$ cat src/rtl/slt_bist_if.sv
// rtl/slt_bist_if.sv - Operand/result and status bus between the SLT BIST and its environment
interface slt_bist_if #(
  parameter int WIDTH = 32
);
  logic             start;
  logic [WIDTH-1:0] X;
  logic [WIDTH-1:0] Y;
  logic             Z;
  logic             busy;
  logic             done;
  logic             pass;
  logic [15:0]      err_count;
  logic [15:0]      first_fail_idx;

  // The BIST side drives operands and status, and sees start and the SLT result.
  modport master (
    input  start, Z,
    output X, Y, busy, done, pass, err_count, first_fail_idx
  );

  // The environment side: controller plus the SLT unit under test.
  modport slave (
    output start, Z,
    input  X, Y, busy, done, pass, err_count, first_fail_idx
  );
endinterface

$ cat src/rtl/slt_bist.sv
// rtl/slt_bist.sv - Self-test driver/checker for a signed set-less-than unit
module slt_bist #(
  parameter int          WIDTH      = 32,
  parameter int          NUM_RANDOM = 256,
  parameter logic [31:0] LFSR_SEED  = 32'h0000_0001
) (
  input logic         clk,
  input logic         rst,
  slt_bist_if.master  bus
);

  typedef enum logic [2:0] {IDLE, DIRECTED, RANDOM, DRAIN, DONE} state_t;

  // An all-zero LFSR would lock up, so a zero seed is swapped for 1.
  localparam logic [31:0]      SEED_X   = (LFSR_SEED == 32'h0) ? 32'h1 : LFSR_SEED;
  localparam logic [31:0]      SEED_Y   = (~LFSR_SEED == 32'h0) ? 32'h1 : ~LFSR_SEED;
  localparam logic [15:0]      LAST_IDX = 16'(8 + NUM_RANDOM - 1);
  localparam logic [WIDTH-1:0] V_ZERO   = '0;
  localparam logic [WIDTH-1:0] V_ONE    = WIDTH'(1);
  localparam logic [WIDTH-1:0] V_ONES   = '1;
  localparam logic [WIDTH-1:0] V_MIN    = {1'b1, {(WIDTH-1){1'b0}}};
  localparam logic [WIDTH-1:0] V_MAX    = ~V_MIN;

  state_t           state_q, state_d;
  logic [WIDTH-1:0] x_q, x_d, y_q, y_d;
  logic             exp_q, exp_d;
  logic [15:0]      idx_q, idx_d;
  logic [31:0]      lfsr_x_q, lfsr_x_d, lfsr_y_q, lfsr_y_d;
  logic [15:0]      err_q, err_d, ffi_q, ffi_d;
  logic             busy_q, busy_d, done_q, done_d, pass_q, pass_d;

  logic             load;
  logic [WIDTH-1:0] nx, ny;

  // Reference signed less-than: sign bits decide when they differ, else the sign of X-Y.
  function automatic logic golden(input logic [WIDTH-1:0] a, input logic [WIDTH-1:0] b);
    logic [WIDTH-1:0] d;
    d = a - b;
    if (a[WIDTH-1] != b[WIDTH-1]) return a[WIDTH-1];
    return d[WIDTH-1];
  endfunction

  function automatic logic [31:0] lfsr_next(input logic [31:0] l);
    return {l[30:0], l[31] ^ l[21] ^ l[1] ^ l[0]};
  endfunction

  // Corner-case operand pairs around zero, sign boundary and all-ones; returns {X, Y}.
  function automatic logic [2*WIDTH-1:0] directed_vec(input logic [2:0] i);
    case (i)
      3'd0:    return {V_ZERO, V_ZERO};
      3'd1:    return {V_ZERO, V_ONE};
      3'd2:    return {V_ONE, V_ZERO};
      3'd3:    return {V_ZERO, V_ONES};
      3'd4:    return {V_ONES, V_ZERO};
      3'd5:    return {V_MIN, V_MAX};
      3'd6:    return {V_MAX, V_MIN};
      default: return {V_ONES - V_ONE, V_ONES};
    endcase
  endfunction

  // Next-state, vector sequencing and result checking.
  always_comb begin
    state_d  = state_q;
    nx       = x_q;
    ny       = y_q;
    load     = 1'b0;
    idx_d    = idx_q;
    lfsr_x_d = lfsr_x_q;
    lfsr_y_d = lfsr_y_q;
    err_d    = err_q;
    ffi_d    = ffi_q;
    busy_d   = busy_q;
    done_d   = done_q;
    pass_d   = pass_q;

    // In DIRECTED/RANDOM the vector on X/Y has settled for a full cycle; score its Z.
    if ((state_q == DIRECTED || state_q == RANDOM) && (bus.Z != exp_q)) begin
      err_d = (err_q == 16'hFFFF) ? err_q : err_q + 16'd1;
      if (ffi_q == 16'hFFFF) ffi_d = idx_q;
    end

    case (state_q)
      IDLE, DONE: begin
        if (bus.start) begin
          state_d      = DIRECTED;
          {nx, ny}     = directed_vec(3'd0);
          load         = 1'b1;
          idx_d        = 16'd0;
          lfsr_x_d     = SEED_X;
          lfsr_y_d     = SEED_Y;
          err_d        = 16'd0;
          ffi_d        = 16'hFFFF;
          busy_d       = 1'b1;
          done_d       = 1'b0;
          pass_d       = 1'b0;
        end
      end
      DIRECTED: begin
        if (idx_q[2:0] == 3'd7) begin
          if (NUM_RANDOM == 0) begin
            state_d = DRAIN;
          end else begin
            state_d  = RANDOM;
            nx       = lfsr_x_q[WIDTH-1:0];
            ny       = lfsr_y_q[WIDTH-1:0];
            load     = 1'b1;
            idx_d    = idx_q + 16'd1;
            lfsr_x_d = lfsr_next(lfsr_x_q);
            lfsr_y_d = lfsr_next(lfsr_y_q);
          end
        end else begin
          {nx, ny} = directed_vec(idx_q[2:0] + 3'd1);
          load     = 1'b1;
          idx_d    = idx_q + 16'd1;
        end
      end
      RANDOM: begin
        if (idx_q == LAST_IDX) begin
          state_d = DRAIN;
        end else begin
          nx       = lfsr_x_q[WIDTH-1:0];
          ny       = lfsr_y_q[WIDTH-1:0];
          load     = 1'b1;
          idx_d    = idx_q + 16'd1;
          lfsr_x_d = lfsr_next(lfsr_x_q);
          lfsr_y_d = lfsr_next(lfsr_y_q);
        end
      end
      DRAIN: begin
        // err_q already includes the last vector, scored on the way into DRAIN.
        state_d = DONE;
        busy_d  = 1'b0;
        done_d  = 1'b1;
        pass_d  = (err_q == 16'd0);
      end
      default: state_d = IDLE;
    endcase

    x_d   = nx;
    y_d   = ny;
    exp_d = load ? golden(nx, ny) : exp_q;
  end

  // State and datapath registers; reset aborts any run in progress.
  always_ff @(posedge clk) begin
    if (rst) begin
      state_q  <= IDLE;
      x_q      <= '0;
      y_q      <= '0;
      exp_q    <= 1'b0;
      idx_q    <= 16'd0;
      lfsr_x_q <= SEED_X;
      lfsr_y_q <= SEED_Y;
      err_q    <= 16'd0;
      ffi_q    <= 16'hFFFF;
      busy_q   <= 1'b0;
      done_q   <= 1'b0;
      pass_q   <= 1'b0;
    end else begin
      state_q  <= state_d;
      x_q      <= x_d;
      y_q      <= y_d;
      exp_q    <= exp_d;
      idx_q    <= idx_d;
      lfsr_x_q <= lfsr_x_d;
      lfsr_y_q <= lfsr_y_d;
      err_q    <= err_d;
      ffi_q    <= ffi_d;
      busy_q   <= busy_d;
      done_q   <= done_d;
      pass_q   <= pass_d;
    end
  end

  assign bus.X              = x_q;
  assign bus.Y              = y_q;
  assign bus.busy           = busy_q;
  assign bus.done           = done_q;
  assign bus.pass           = pass_q;
  assign bus.err_count      = err_q;
  assign bus.first_fail_idx = ffi_q;

endmodule

$ cat src/flat_wrapper.sv
// flat-port wrapper written by rule: the top's interface ports become plain ports
module slt_bist_flat 
#(
  parameter int          WIDTH      = 32,
  parameter int          NUM_RANDOM = 256,
  parameter logic [31:0] LFSR_SEED  = 32'h0000_0001
)
  (clk, rst, bus_start, bus_Z, bus_X, bus_Y, bus_busy, bus_done, bus_pass, bus_err_count, bus_first_fail_idx);
  slt_bist_if #(.WIDTH(WIDTH)) bus_i ();
  input logic clk;
  input logic rst;
  input wire logic [$bits(bus_i.start)-1:0] bus_start;
  input wire logic [$bits(bus_i.Z)-1:0] bus_Z;
  output wire logic [$bits(bus_i.X)-1:0] bus_X;
  output wire logic [$bits(bus_i.Y)-1:0] bus_Y;
  output wire logic [$bits(bus_i.busy)-1:0] bus_busy;
  output wire logic [$bits(bus_i.done)-1:0] bus_done;
  output wire logic [$bits(bus_i.pass)-1:0] bus_pass;
  output wire logic [$bits(bus_i.err_count)-1:0] bus_err_count;
  output wire logic [$bits(bus_i.first_fail_idx)-1:0] bus_first_fail_idx;
  assign bus_i.start = bus_start;
  assign bus_i.Z = bus_Z;
  assign bus_X = bus_i.X;
  assign bus_Y = bus_i.Y;
  assign bus_busy = bus_i.busy;
  assign bus_done = bus_i.done;
  assign bus_pass = bus_i.pass;
  assign bus_err_count = bus_i.err_count;
  assign bus_first_fail_idx = bus_i.first_fail_idx;
  slt_bist #(.WIDTH(WIDTH), .NUM_RANDOM(NUM_RANDOM), .LFSR_SEED(LFSR_SEED)) u_core (.clk(clk), .rst(rst), .bus(bus_i));
endmodule
$ cat config.mk
export PLATFORM = sky130hd
export DESIGN_NAME = slt_bist_flat
export DESIGN_NICKNAME = d
export VERILOG_FILES = /design/src/rtl/slt_bist_if.sv /design/src/rtl/slt_bist.sv /design/src/flat_wrapper.sv
export SDC_FILE = /design/constraint.sdc
export NUM_CORES = 1
export LEC_CHECK = 0
export BUFFER_PORTS_ARGS = -buffer_cell sky130_fd_sc_hd__buf_2
export CORE_ASPECT_RATIO = 0.7
export CORE_MARGIN = 1
export CORE_UTILIZATION = 53
export DETAILED_ROUTE_END_ITERATION = 6
export PLACE_DENSITY = 0.77
export SYNTH_ARGS = -nofsm -noshare
export SYNTH_HDL_FRONTEND = slang
export SYNTH_SLANG_ARGS = --single-unit
$ cat constraint.sdc
create_clock -name clk -period 3.7 [get_ports clk]
set_clock_uncertainty 0.1 [all_clocks]
set_input_delay 0.37 -clock clk [delete_from_list [all_inputs] [get_ports clk]]
set_output_delay 0.37 -clock clk [all_outputs]
set_load 0.02 [all_outputs]
==> reports/qor.csv, run 1 <==
stage,metric,value,unit
outcome,run status,"complete, but fails checks",
outcome,violated checks,negative setup slack,
sta,number of setup violations in the final report,1,
routing,First-pass DRT Iterations,5,
routing,DRC,0,
grt,initial antenna violation count,0,
cts,number of buffers on the longest clock path,2,
final_layout,share of cells above drive strength 1,0.289,
placed_design,cell area after placement,0.00961,sq mm
grt,first-pass GRT wire length,35500,um
sta,fin crit period,3.78,ns
sta,crit share post-route,1.02,
routing,average detailed-routed wire length per instance,17.6,um
worst_setup_path,"Req. time, crit path",3.89,ns
sta,hold slack final,0.160,ns
sta,final total negative setup slack,-0.0828,ns
sta,transition time at the pin with the least slew margin,1.15,ns
logic_synthesis,cell count after synthesis,923,
final_layout,P&R area growth vs syn,24.9,%
routing,via count,7360,
floorplan,Rows,38,
final_layout,final design area excluding fillers,0.0106,sq mm
worst_setup_path,crit path launch,u_core.idx_q[1]$_SDFFE_PP0P_,
routing,count of nets left with antenna violations after detail routing,0,
cts,total number of clock tree sinks,183,
worst_setup_path,worst path cell trace,inv_2 -> buf_4 -> ha_2 -> nor2_2 -> nor2_2 -> nor2_4 -> o22ai_4 -> buf_4 -> buf_4 -> a221o_1 -> ha_1 -> buf_4 -> nand2_1 -> o21ai_0 -> nor3_2 -> a21oi_1 -> nor3_2 -> fa_2 -> mux2i_1 -> nor2_1,
final_layout,antenna diode instance count,0,
logic_synthesis,Yosys cell types,60,
power,Overall Power,0.00440,W
cts,quantity of hold-fixing buffers added after cts,0,
logic_synthesis,"Async S/R FF share, synth",0,
cts,CTS Root Cell,sky130_fd_sc_hd__clkbuf_16,
worst_setup_path,path length in cells of the critical path,20,
grt,pin count of the biggest net entering global routing,69,
worst_setup_path,critical path's top delay family,compound AO/OA/AOI/OAI gates,
worst_setup_path,critical path capture point type,register,
floorplan,full die area,0.0165,sq mm
worst_hold_path,class of the worst hold path,in -> reg,
worst_setup_path,cell type with the highest occurrence count on the critical path,sky130_fd_sc_hd__buf_4,
worst_setup_path,critical path class,reg -> reg,
grt,gr ovfl total,0,
worst_setup_path,biggest fanout along the worst timing path,7,
worst_setup_path,reg2reg setup slack,-0.08,ns
placed_design,Buffers on Ports,102,
placed_design,Detail Placement HPWL,15400,um
logic_synthesis,most used flip-flop cell after synthesis,sky130_fd_sc_hd__dfxtp_1,
logic_synthesis,Synth Net Count,968,
worst_setup_path,worst reg-to-reg path cell count,20,
cts,clock tree from TritonCTS,done,
logic_synthesis,cell area after synthesis,0.00846,sq mm
logic_synthesis,mean instance size in the synthesized netlist,9.16,sq um
cts,Skew-Pair Late Insertion Delay,0.43,ns
power,peak supply drop,270,uV
grt,number of global-route vias before repair,6629,
floorplan,total core area,0.0155,sq mm
power,Leakage,4.41,nW
sta,unrepaired setup endpoints after global routing,yes,
worst_setup_path,worst flop-to-flop path endpoint,u_core.exp_q$_SDFFE_PP0P_,
sta,relative max-transition margin,0.228,
sta,number of hold-slack violations in the final timing report,0,
floorplan,effective utilization at floorplan,0.544,
worst_setup_path,arrival time at the worst endpoint,3.97,ns
floorplan,Top Ports,103,
final_layout,total number of nets in the final design,1121,
sta,worst setup slack after layout,-0.0828,ns
worst_setup_path,critical path startpoint category,register,
cts,post-CTS clock slew at the launch and capture registers of the worst setup and hold paths,0.07,ns
grt,Global Route Usage Sum,0.278,
logic_synthesis,number of enable-type register cells in the synthesized netlist,0,
logic_synthesis,synthesized flop and latch total,183,
routing,total wire length after detailed routing,22700,um
worst_setup_path,capturing element of the worst setup path,u_core.exp_q$_SDFFE_PP0P_,
job,MaxCap Viol Count,0,
logic_synthesis,total of warnings raised by yosys,0,
routing,Via-to-Cell Ratio,5.71,
power,total power divided by cell area,417,mW/mm^2
sta,final number of max-transition violations,0,
floorplan,horizontal die dimension,153,um
cts,H-tree levels,4,
cts,number of buffers created by CTS,17,
worst_setup_path,startpoint of the most critical register-to-register path,u_core.idx_q[1]$_SDFFE_PP0P_,
placed_design,routability congestion estimate,0.913,
worst_setup_path,cell with the largest stage delay on the worst path,sky130_fd_sc_hd__dfxtp_4,
worst_setup_path,Critical path buffers and inverters,5,
worst_setup_path,biggest cell delay along the critical path,0.40,ns
logic_synthesis,share of synthesized area occupied by flip-flops and latches,0.433,
floorplan,height of the die,108,um
routing,iteration-0 DRC count of the detailed router,685,
sta,fmax,264,MHz
-- state kept, by name (all words and copies together), names as in the netlist --
name and cells:
u_core.bus.first_fail_idx 16, u_core.bus.pass 1, u_core.exp_q 1, u_core.lfsr_x_q 32, u_core.bus.done 1, u_core.bus.busy 1
u_core.bus.Y 32, u_core.lfsr_y_q 32, u_core.state_q 3, u_core.bus.err_count 16, u_core.bus.X 32, u_core.idx_q 16
-- how the worst min path moves through the flow --
stage	slack, ns	startpoint	to	cells past startpoint
final	0.16	bus_start	u_core.state_q[2]$_SDFFE_PP0P_	3
after detailed placement	0.36	u_core.lfsr_x_q[19]$_SDFFE_PP0P_	u_core.lfsr_x_q[20]$_SDFFE_PP0P_	2
after global placement	0.36	u_core.lfsr_x_q[18]$_SDFFE_PP0P_	u_core.lfsr_x_q[18]$_SDFFE_PP0P_	2
after CTS	0.14	bus_start	u_core.state_q[2]$_SDFFE_PP0P_	3
after global routing	0.16	bus_start	u_core.state_q[2]$_SDFFE_PP0P_	3
after floorplan	0.34	u_core.lfsr_x_q[29]$_SDFFE_PP0P_	u_core.lfsr_x_q[30]$_SDFFE_PP0P_	2
-- cell usage in the layout (no fill, tap or decap), types with 3 or more instances in the layout --
cell type,instances
sky130_fd_sc_hd__or3_1,5
sky130_fd_sc_hd__buf_6,4
sky130_fd_sc_hd__ha_1,32
sky130_fd_sc_hd__clkinv_2,4
sky130_fd_sc_hd__nor2_2,20
sky130_fd_sc_hd__nand4_1,15
sky130_fd_sc_hd__dfxtp_2,3
sky130_fd_sc_hd__inv_1,13
sky130_fd_sc_hd__buf_12,11
sky130_fd_sc_hd__nor3_2,4
sky130_fd_sc_hd__xnor2_1,20
sky130_fd_sc_hd__a211oi_1,3
sky130_fd_sc_hd__nor3_1,10
sky130_fd_sc_hd__buf_2,102
sky130_fd_sc_hd__nand3_1,53
sky130_fd_sc_hd__nor2b_1,32
sky130_fd_sc_hd__clkbuf_16,17
sky130_fd_sc_hd__a221o_1,29
sky130_fd_sc_hd__nor4_1,9
sky130_fd_sc_hd__a21o_1,7
sky130_fd_sc_hd__xor2_1,10
sky130_fd_sc_hd__a221oi_1,7
sky130_fd_sc_hd__o21ai_0,29
sky130_fd_sc_hd__a221oi_4,20
sky130_fd_sc_hd__a31oi_1,3
sky130_fd_sc_hd__dfxtp_1,179
sky130_fd_sc_hd__nor2_1,56
sky130_fd_sc_hd__clkinvlp_4,3
sky130_fd_sc_hd__nor2_4,3
sky130_fd_sc_hd__and3_1,5
sky130_fd_sc_hd__o21ai_1,4
sky130_fd_sc_hd__o22a_1,3
sky130_fd_sc_hd__nand2b_2,3
sky130_fd_sc_hd__nand2_1,170
sky130_fd_sc_hd__clkbuf_8,3
sky130_fd_sc_hd__ha_4,7
sky130_fd_sc_hd__a221oi_2,3
sky130_fd_sc_hd__buf_4,76
sky130_fd_sc_hd__a21oi_1,64
-- through the flow --
stage          setup WS (ns)  std cells   util
2_1_floorplan        0.00930        923      -
3_3_place_gp         -0.0358       1240  0.618
3_5_place_dp          -0.156       1240  0.618
4_1_cts             -0.00103       1281  0.671
5_1_grt               -0.208       1288  0.679
6_report             -0.0828       1288  0.679
-- routing by layer --
metal,vias to the layer above,global-route usage,part of all wire
met5,-,0,0
met4,0,0.0873,0.018
met3,35,0.0684,0.070
met2,249,0.393,0.42
met1,3501,0.409,0.49
li1,3575,-,-
-- worst min-delay path, stage by stage --
cell and delay (ns):
sky130_fd_sc_hd__buf_2 0.11, sky130_fd_sc_hd__or4_1 0.10, sky130_fd_sc_hd__a21oi_1 0.06
-- Yosys cell counts, drive strengths merged (21+ instances only) --
cell	count	area [sq um]
a221oi	30	619
xnor2	21	184
clkbuf	34	128
ha	40	500
o21ai	35	183
a21oi	67	339
buf	26	226
nor2	79	347
a221o	29	290
nand3	54	270
nor2b	33	206
nand2	170	638
dfxtp	183	3660
-- kinds of logic (layout without fill, tap and decap cells) --
family,after synthesis,after routing,share of synthesized area
and+or+nand+nor,404,404,0.229
AOI/OAI and AO/OA,188,188,0.194
DFF,183,183,0.433
buffers and inverters,74,239,0.0481
adders and majority gates,41,41,0.0616
xor gates and xnor gates,32,32,0.0331
muxes,1,1,0.00118
-- report_power, final --
group | total [W] | switching [W] | internal [W]
logic | 0.000546 | 0.000351 | 0.000195
clock network | 0.00176 | 0.000778 | 0.000977
registers | 0.00210 | 0.0000693 | 0.00203
-- final cells by class --
cell class | instances | area [sq um]
Sequential cell | 183 | 3670
Clock inverter | 11 | 98.8
Timing Repair Buffer | 194 | 1370
Fill cell | 1187 | 4990
Clock buffer | 20 | 467
Tap cell | 200 | 250
Multi-Input combinational cell | 666 | 4650
Inverter | 14 | 52.6
-- what timing repair did --
action,in CTS,in global routing
pin swaps,18,19
endpoints found under the setup margin,1,1
cloned,1,0
buffers inserted,9,7
gates resized for setup,27,16
No activity file was read; power rests on OpenSTA's default activity.
==> run 2, diff against run 1 <==
--- a/config.mk
+++ b/config.mk
@@ -8,9 +8,9 @@
 export BUFFER_PORTS_ARGS = -buffer_cell sky130_fd_sc_hd__buf_2
 export CORE_ASPECT_RATIO = 0.7
 export CORE_MARGIN = 1
-export CORE_UTILIZATION = 53
+export CORE_UTILIZATION = 42
+export CTS_CLUSTER_SIZE = 16
 export DETAILED_ROUTE_END_ITERATION = 6
-export PLACE_DENSITY = 0.77
 export SYNTH_ARGS = -nofsm -noshare
 export SYNTH_HDL_FRONTEND = slang
 export SYNTH_SLANG_ARGS = --single-unit
==> constraint.sdc (replaced) <==
create_clock -name clk -period 4.5 [get_ports clk]
set_clock_uncertainty 0.1 [all_clocks]
set_input_delay 0.45 -clock clk [delete_from_list [all_inputs] [get_ports clk]]
set_output_delay 0.45 -clock clk [all_outputs]
set_load 0.02 [all_outputs]
==> run 2 against run 1 <==
The flow now finishes without violations. Final cell count increased by 0.39%. Register-to-register slack better by 0.39 ns. Via count decreased by 6.5%. Global-route usage fell by 5.5 points. Highest routed layer unchanged.
==> reports/qor.csv, run 2 (synthesized netlist as in run 1, its figures left out) <==
stage,metric,value,unit,change
routing,total wire length after detailed routing,22500,um,-1.2%
sta,relative max-transition margin,0.182,,-0.0460
final_layout,P&R area growth vs syn,16.4,%,
grt,initial antenna violation count,0,,unchanged
cts,post-CTS clock slew at the launch and capture registers of the worst setup and hold paths,0.07,ns,about the same
final_layout,"leading cell types in the layout, fill and taps excluded","sky130_fd_sc_hd__dfxtp_1, sky130_fd_sc_hd__nand2_1, sky130_fd_sc_hd__buf_2, sky130_fd_sc_hd__a21oi_1, sky130_fd_sc_hd__nor2_1",,
routing,average detailed-routed wire length per instance,17.4,um,-1.6%
worst_setup_path,startpoint of the most critical register-to-register path,u_core.idx_q[1]$_SDFFE_PP0P_,,
sta,fmax,239,MHz,-9.7%
power,Leakage,4.03,nW,-8.6%
power,peak supply drop,271,uV,+0.43%
placed_design,Buffers on Ports,102,,unchanged
worst_setup_path,critical path startpoint category,register,,
worst_setup_path,critical path capture point type,register,,
cts,Skew-Pair Late Insertion Delay,0.43,ns,about the same
final_layout,most common library cell in the layout ignoring fill and taps,sky130_fd_sc_hd__dfxtp_1,,
routing,First-pass DRT Iterations,5,,unchanged
worst_setup_path,biggest fanout along the worst timing path,8,,+1
final_layout,antenna diode instance count,0,,unchanged
cts,CTS Root Cell,sky130_fd_sc_hd__clkbuf_16,,
grt,pin count of the biggest net entering global routing,70,,+1.4%
cts,number of buffers on the longest clock path,2,,unchanged
placed_design,routability congestion estimate,0.839,,-8.1%
cts,quantity of hold-fixing buffers added after cts,0,,unchanged
floorplan,total core area,0.0197,sq mm,+27%
worst_setup_path,arrival time at the worst endpoint,4.37,ns,+0.40 ns
worst_hold_path,class of the worst hold path,in -> reg,,
final_layout,total number of nets in the final design,1055,,-5.9%
sta,number of setup violations in the final report,0,,-1
floorplan,Top Ports,103,,unchanged
sta,final number of max-transition violations,0,,unchanged
grt,Global Route Usage Sum,0.223,,-0.0552
outcome,run status,completed,,
placed_design,Detail Placement HPWL,15900,um,+3.6%
worst_setup_path,crit path launch,u_core.idx_q[1]$_SDFFE_PP0P_,,
cts,clock tree from TritonCTS,done,,
worst_hold_path,Hold Path Origin,bus_start,,
floorplan,height of the die,121,um,+12%
sta,transition time at the pin with the least slew margin,1.22,ns,+0.0760 ns
final_layout,final core area utilization,0.499,,-0.181
floorplan,full die area,0.0207,sq mm,+26%
job,MaxCap Viol Count,0,,unchanged
cts,total number of clock tree sinks,183,,unchanged
routing,Via-to-Cell Ratio,5.32,,-6.9%
sta,number of hold-slack violations in the final timing report,0,,unchanged
worst_setup_path,"Req. time, crit path",4.68,ns,+0.79 ns
sta,crit share post-route,0.931,,-0.0910
routing,count of nets left with antenna violations after detail routing,0,,unchanged
routing,iteration-0 DRC count of the detailed router,608,,-11%
grt,number of global-route vias before repair,6006,,-9.4%
floorplan,horizontal die dimension,172,um,+12%
sta,fin crit period,4.19,ns,+0.408 ns
worst_setup_path,critical path class,reg -> reg,,
cts,number of buffers created by CTS,17,,unchanged
sta,final total negative setup slack,0,ns,+0.0828 ns
cts,H-tree levels,4,,unchanged
routing,DRC,0,,unchanged
grt,gr ovfl total,0,,unchanged
power,total power divided by cell area,371,mW/mm^2,-11%
grt,first-pass GRT wire length,35000,um,-1.4%
floorplan,effective utilization at floorplan,0.428,,-0.116
floorplan,Rows,43,,+13%
final_layout,share of cells above drive strength 1,0.215,,-0.0735
routing,via count,6880,,-6.5%
-- run 2: what timing repair did --
item                                    in CTS  in global routing
setup buffers                                0                  5
endpoints found under the setup margin       0                  1
resized for setup                            0                  4
-- run 2: cell type report --
type                       instances  area (sq um)
clock buffer                      18           429
clock inverter                    14           160
fill                            1916          9900
inverter                          14          52.6
multi-input combinational        666          4450
sequential                       183          3660
tap                              270           338
timing repair buffer             128           756
-- run 2: routing by layer --
layer	GRT usage	up-vias	share of wire
li1	-	3445	-
met1	0.367	3259	0.55
met2	0.281	165	0.39
met3	0.0465	11	0.052
met4	0.0519	0	0.0086
met5	0	-	0
-- run 2: final timing paths --
check,end,slack [ns],cells after the start
worst max-delay path,u_core.exp_q$_SDFFE_PP0P_,0.31,17
worst min-delay path,u_core.state_q[2]$_SDFFE_PP0P_,0.24,3
worst max register to register,u_core.exp_q$_SDFFE_PP0P_,0.31,17
worst min register to register,u_core.lfsr_x_q[9]$_SDFFE_PP0P_,0.37,2
-- run 2: worst max-delay path: stages, from the launching register on --
cell	delay, ns
sky130_fd_sc_hd__dfxtp_1	0.47
sky130_fd_sc_hd__inv_1	0.13
sky130_fd_sc_hd__ha_1	0.30
sky130_fd_sc_hd__o21bai_1	0.34
sky130_fd_sc_hd__a21oi_2	0.10
sky130_fd_sc_hd__a21oi_1	0.27
sky130_fd_sc_hd__or2_4	0.25
sky130_fd_sc_hd__buf_4	0.22
sky130_fd_sc_hd__a221oi_4	0.09
sky130_fd_sc_hd__ha_1	0.31
sky130_fd_sc_hd__nand4_1	0.14
sky130_fd_sc_hd__nor3_1	0.31
sky130_fd_sc_hd__nand2_1	0.15
sky130_fd_sc_hd__a211oi_1	0.24
sky130_fd_sc_hd__nor3_1	0.09
sky130_fd_sc_hd__fa_1	0.36
sky130_fd_sc_hd__mux2i_1	0.13
sky130_fd_sc_hd__nor2_1	0.05
-- run 2: where the power goes --
| group | switching, W | internal (W) |
|---|---|---|
| registers | 0.0000568 | 0.00167 |
| logic | 0.000277 | 0.000131 |
| clock network | 0.000691 | 0.000834 |
-- run 2: through the flow --
stage	setup WS [ns]	instance area, sq um	hold slack (ns)	total power, W	instances
floorplan	0.673	8460	0.342	0.00206	923
global placement	0.366	9210	0.356	0.00216	1256
detailed placement	0.265	9210	0.363	0.00217	1256
CTS	0.252	9790	0.220	0.00369	1288
global route	-0.0303	9850	0.242	0.00381	1293
finish	0.309	9850	0.242	0.00366	1293
==> run 3, diff against run 2 <==
--- a/config.mk
+++ b/config.mk
@@ -6,11 +6,14 @@
 export NUM_CORES = 1
 export LEC_CHECK = 0
 export BUFFER_PORTS_ARGS = -buffer_cell sky130_fd_sc_hd__buf_2
+export CELL_PAD_IN_SITES_DETAIL_PLACEMENT = 0
+export CELL_PAD_IN_SITES_GLOBAL_PLACEMENT = 1
 export CORE_ASPECT_RATIO = 0.7
 export CORE_MARGIN = 1
 export CORE_UTILIZATION = 42
 export CTS_CLUSTER_SIZE = 16
 export DETAILED_ROUTE_END_ITERATION = 6
+export PLACE_DENSITY_LB_ADDON = 0.1
 export SYNTH_ARGS = -nofsm -noshare
 export SYNTH_HDL_FRONTEND = slang
 export SYNTH_SLANG_ARGS = --single-unit
==> run 3 against run 2 <==
Register-to-register slack worse by 0.07 ns. Critical endpoint unchanged. Critical path depth unchanged. Clock power rose by 5%. Global-route usage is 0.96 points higher. Count of clock-buffer cells in the layout decreased by 1. Largest cell class unchanged. First-iteration DRC count decreased by 23%. Via count fell by 0.63%. Sequential share of layout area is 0.13 points lower. Design area grew 0.34%.
==> reports/qor.csv, run 3 (synthesized netlist as in run 1, its figures left out) <==
stage,metric,value,unit,change
placed_design,cell area after placement,0.00923,sq mm,+0.22%
sta,final total negative setup slack,0,ns,unchanged
floorplan,horizontal die dimension,172,um,unchanged
final_layout,total number of nets in the final design,1052,,-0.28%
sta,crit share post-route,0.947,,+0.0161
floorplan,Top Ports,103,,unchanged
sta,final number of max-transition violations,0,,unchanged
floorplan,total core area,0.0197,sq mm,unchanged
power,peak supply drop,241,uV,-11%
placed_design,Buffers on Ports,102,,unchanged
final_layout,"leading cell types in the layout, fill and taps excluded","sky130_fd_sc_hd__dfxtp_1, sky130_fd_sc_hd__nand2_1, sky130_fd_sc_hd__buf_2, sky130_fd_sc_hd__a21oi_1, sky130_fd_sc_hd__nor2_1",,
power,Leakage,4.04,nW,+0.45%
final_layout,P&R area growth vs syn,16.8,%,
final_layout,share of cells above drive strength 1,0.212,,-0.00329
grt,pin count of the biggest net entering global routing,75,,+7.1%
worst_setup_path,startpoint of the most critical register-to-register path,u_core.idx_q[1]$_SDFFE_PP0P_,,
sta,relative max-transition margin,0.360,,+0.179
routing,Via-to-Cell Ratio,5.30,,-0.47%
cts,Skew-Pair Late Insertion Delay,0.43,ns,about the same
worst_setup_path,worst flop-to-flop path endpoint,u_core.exp_q$_SDFFE_PP0P_,,
worst_setup_path,worst reg-to-reg path cell count,17,,unchanged
routing,total wire length after detailed routing,23000,um,+2.5%
cts,number of buffers on the longest clock path,2,,unchanged
cts,CTS Root Cell,sky130_fd_sc_hd__clkbuf_16,,
power,total power divided by cell area,377,mW/mm^2,+1.6%
floorplan,height of the die,121,um,unchanged
routing,DRC,0,,unchanged
worst_hold_path,Hold Path Origin,bus_start,,
cts,quantity of hold-fixing buffers added after cts,0,,unchanged
sta,fmax,235,MHz,-1.7%
floorplan,full die area,0.0207,sq mm,unchanged
worst_hold_path,Hold Path Cell Cnt,3,,unchanged
sta,number of setup violations in the final report,0,,unchanged
worst_setup_path,reg2reg setup slack,0.24,ns,-0.07 ns
placed_design,Detail Placement HPWL,16200,um,+1.7%
worst_setup_path,critical path startpoint category,register,,
placed_design,Post-Place Setup Slack,0.0167,ns,-0.249 ns
placed_design,routability congestion estimate,0.847,,+0.97%
cts,total number of clock tree sinks,183,,unchanged
worst_setup_path,critical path capture point type,register,,
floorplan,Rows,43,,unchanged
sta,number of hold-slack violations in the final timing report,0,,unchanged
routing,via count,6837,,-0.63%
final_layout,final design area excluding fillers,0.00988,sq mm,+0.34%
worst_hold_path,sink of the worst hold path,u_core.state_q[2]$_SDFFE_PP0P_,,
grt,initial antenna violation count,0,,unchanged
worst_setup_path,biggest fanout along the worst timing path,13,,+5
sta,fin crit period,4.26,ns,+0.0724 ns
cts,number of buffers created by CTS,17,,unchanged
sta,transition time at the pin with the least slew margin,0.960,ns,-0.265 ns
routing,count of nets left with antenna violations after detail routing,0,,unchanged
job,MaxCap Viol Count,0,,unchanged
grt,gr ovfl total,0,,unchanged
cts,H-tree levels,4,,unchanged
cts,post-CTS clock slew at the launch and capture registers of the worst setup and hold paths,0.08,ns,about the same
sta,hold slack final,0.231,ns,-0.0110 ns
routing,average detailed-routed wire length per instance,17.8,um,+2.6%
worst_setup_path,critical path class,reg -> reg,,
worst_hold_path,class of the worst hold path,in -> reg,,
sta,worst setup slack after layout,0.236,ns,-0.0724 ns
floorplan,effective utilization at floorplan,0.428,,unchanged
grt,Global Route Usage Sum,0.232,,+0.00958
final_layout,most common library cell in the layout ignoring fill and taps,sky130_fd_sc_hd__dfxtp_1,,
routing,First-pass DRT Iterations,5,,unchanged
cts,clock tree from TritonCTS,done,,
grt,number of global-route vias before repair,6124,,+2.0%
routing,iteration-0 DRC count of the detailed router,468,,-23%
worst_setup_path,"Req. time, crit path",4.69,ns,about the same
grt,first-pass GRT wire length,36300,um,+3.7%
worst_setup_path,arrival time at the worst endpoint,4.46,ns,+0.09 ns
outcome,run status,completed,,
sta,unrepaired setup endpoints after global routing,no,,
-- run 3: repair_timing --
item / 4_1_cts / 5_1_grt
gates resized for setup: 0 / 2
buffers inserted: 0 / 1
endpoints found under the setup margin: 0 / 1
-- run 3: critical path, stage by stage (launching register included) --
cell	delay, ns
sky130_fd_sc_hd__dfxtp_1	0.39
sky130_fd_sc_hd__ha_1	0.26
sky130_fd_sc_hd__ha_1	0.21
sky130_fd_sc_hd__o21bai_1	0.22
sky130_fd_sc_hd__a21oi_2	0.25
sky130_fd_sc_hd__a21oi_1	0.16
sky130_fd_sc_hd__or2_4	0.31
sky130_fd_sc_hd__buf_12	0.16
sky130_fd_sc_hd__a221oi_1	0.32
sky130_fd_sc_hd__ha_1	0.24
sky130_fd_sc_hd__nand4_1	0.13
sky130_fd_sc_hd__nor3_1	0.39
sky130_fd_sc_hd__nand2_1	0.10
sky130_fd_sc_hd__a211oi_1	0.23
sky130_fd_sc_hd__nor3_1	0.09
sky130_fd_sc_hd__fa_1	0.36
sky130_fd_sc_hd__mux2i_1	0.13
sky130_fd_sc_hd__nor2_1	0.05
-- run 3: layout make-up --
cell class                      instances  area (sq um)
Antenna cell                            1          2.50
Clock buffer                           17           425
Clock inverter                         15           198
Fill cell                            1891          9870
Inverter                               14          52.6
Multi-Input combinational cell        666          4440
Sequential cell                       183          3660
Tap cell                              270           338
Timing Repair Buffer                  125           758
-- run 3: worst max-delay path by stage --
| stage | startpoint | end | slack [ns] | cells after the start |
|---|---|---|---|---|
| after CTS | u_core.idx_q[1]$_SDFFE_PP0P_ | u_core.exp_q$_SDFFE_PP0P_ | 0.002 | 17 |
| after global placement | u_core.idx_q[1]$_SDFFE_PP0P_ | u_core.exp_q$_SDFFE_PP0P_ | 0.20 | 17 |
| final | u_core.idx_q[1]$_SDFFE_PP0P_ | u_core.exp_q$_SDFFE_PP0P_ | 0.24 | 17 |
| after floorplan | u_core.idx_q[0]$_SDFFE_PP0P_ | u_core.exp_q$_SDFFE_PP0P_ | 0.67 | 20 |
| after detailed placement | u_core.idx_q[1]$_SDFFE_PP0P_ | u_core.exp_q$_SDFFE_PP0P_ | 0.02 | 17 |
| after global routing | u_core.idx_q[1]$_SDFFE_PP0P_ | u_core.exp_q$_SDFFE_PP0P_ | 0.001 | 18 |
-- run 3: per-stage QoR --
stage | instances | utilization | total power [W]
floorplan | 923 | - | 0.00206
global placement | 1257 | 0.467 | 0.00217
detailed placement | 1257 | 0.467 | 0.00218
CTS | 1289 | 0.499 | 0.00376
global route | 1290 | 0.500 | 0.00389
finish | 1291 | 0.500 | 0.00373
-- run 3: report_power, final --
part,total (W),switching [W],internal (W)
sequential,0.00173,0.0000604,0.00167
clock,0.00159,0.000737,0.000854
combinational,0.000408,0.000276,0.000132
-- run 3: metal layers --
layer,part of all wire,GRT usage,vias to the layer above,routed length (um)
li1,-,-,3442,-
met1,0.58,0.395,3218,13400
met2,0.37,0.289,165,8570
met3,0.040,0.0367,12,919
met4,0.0066,0.0474,0,151
met5,0,0,-,0
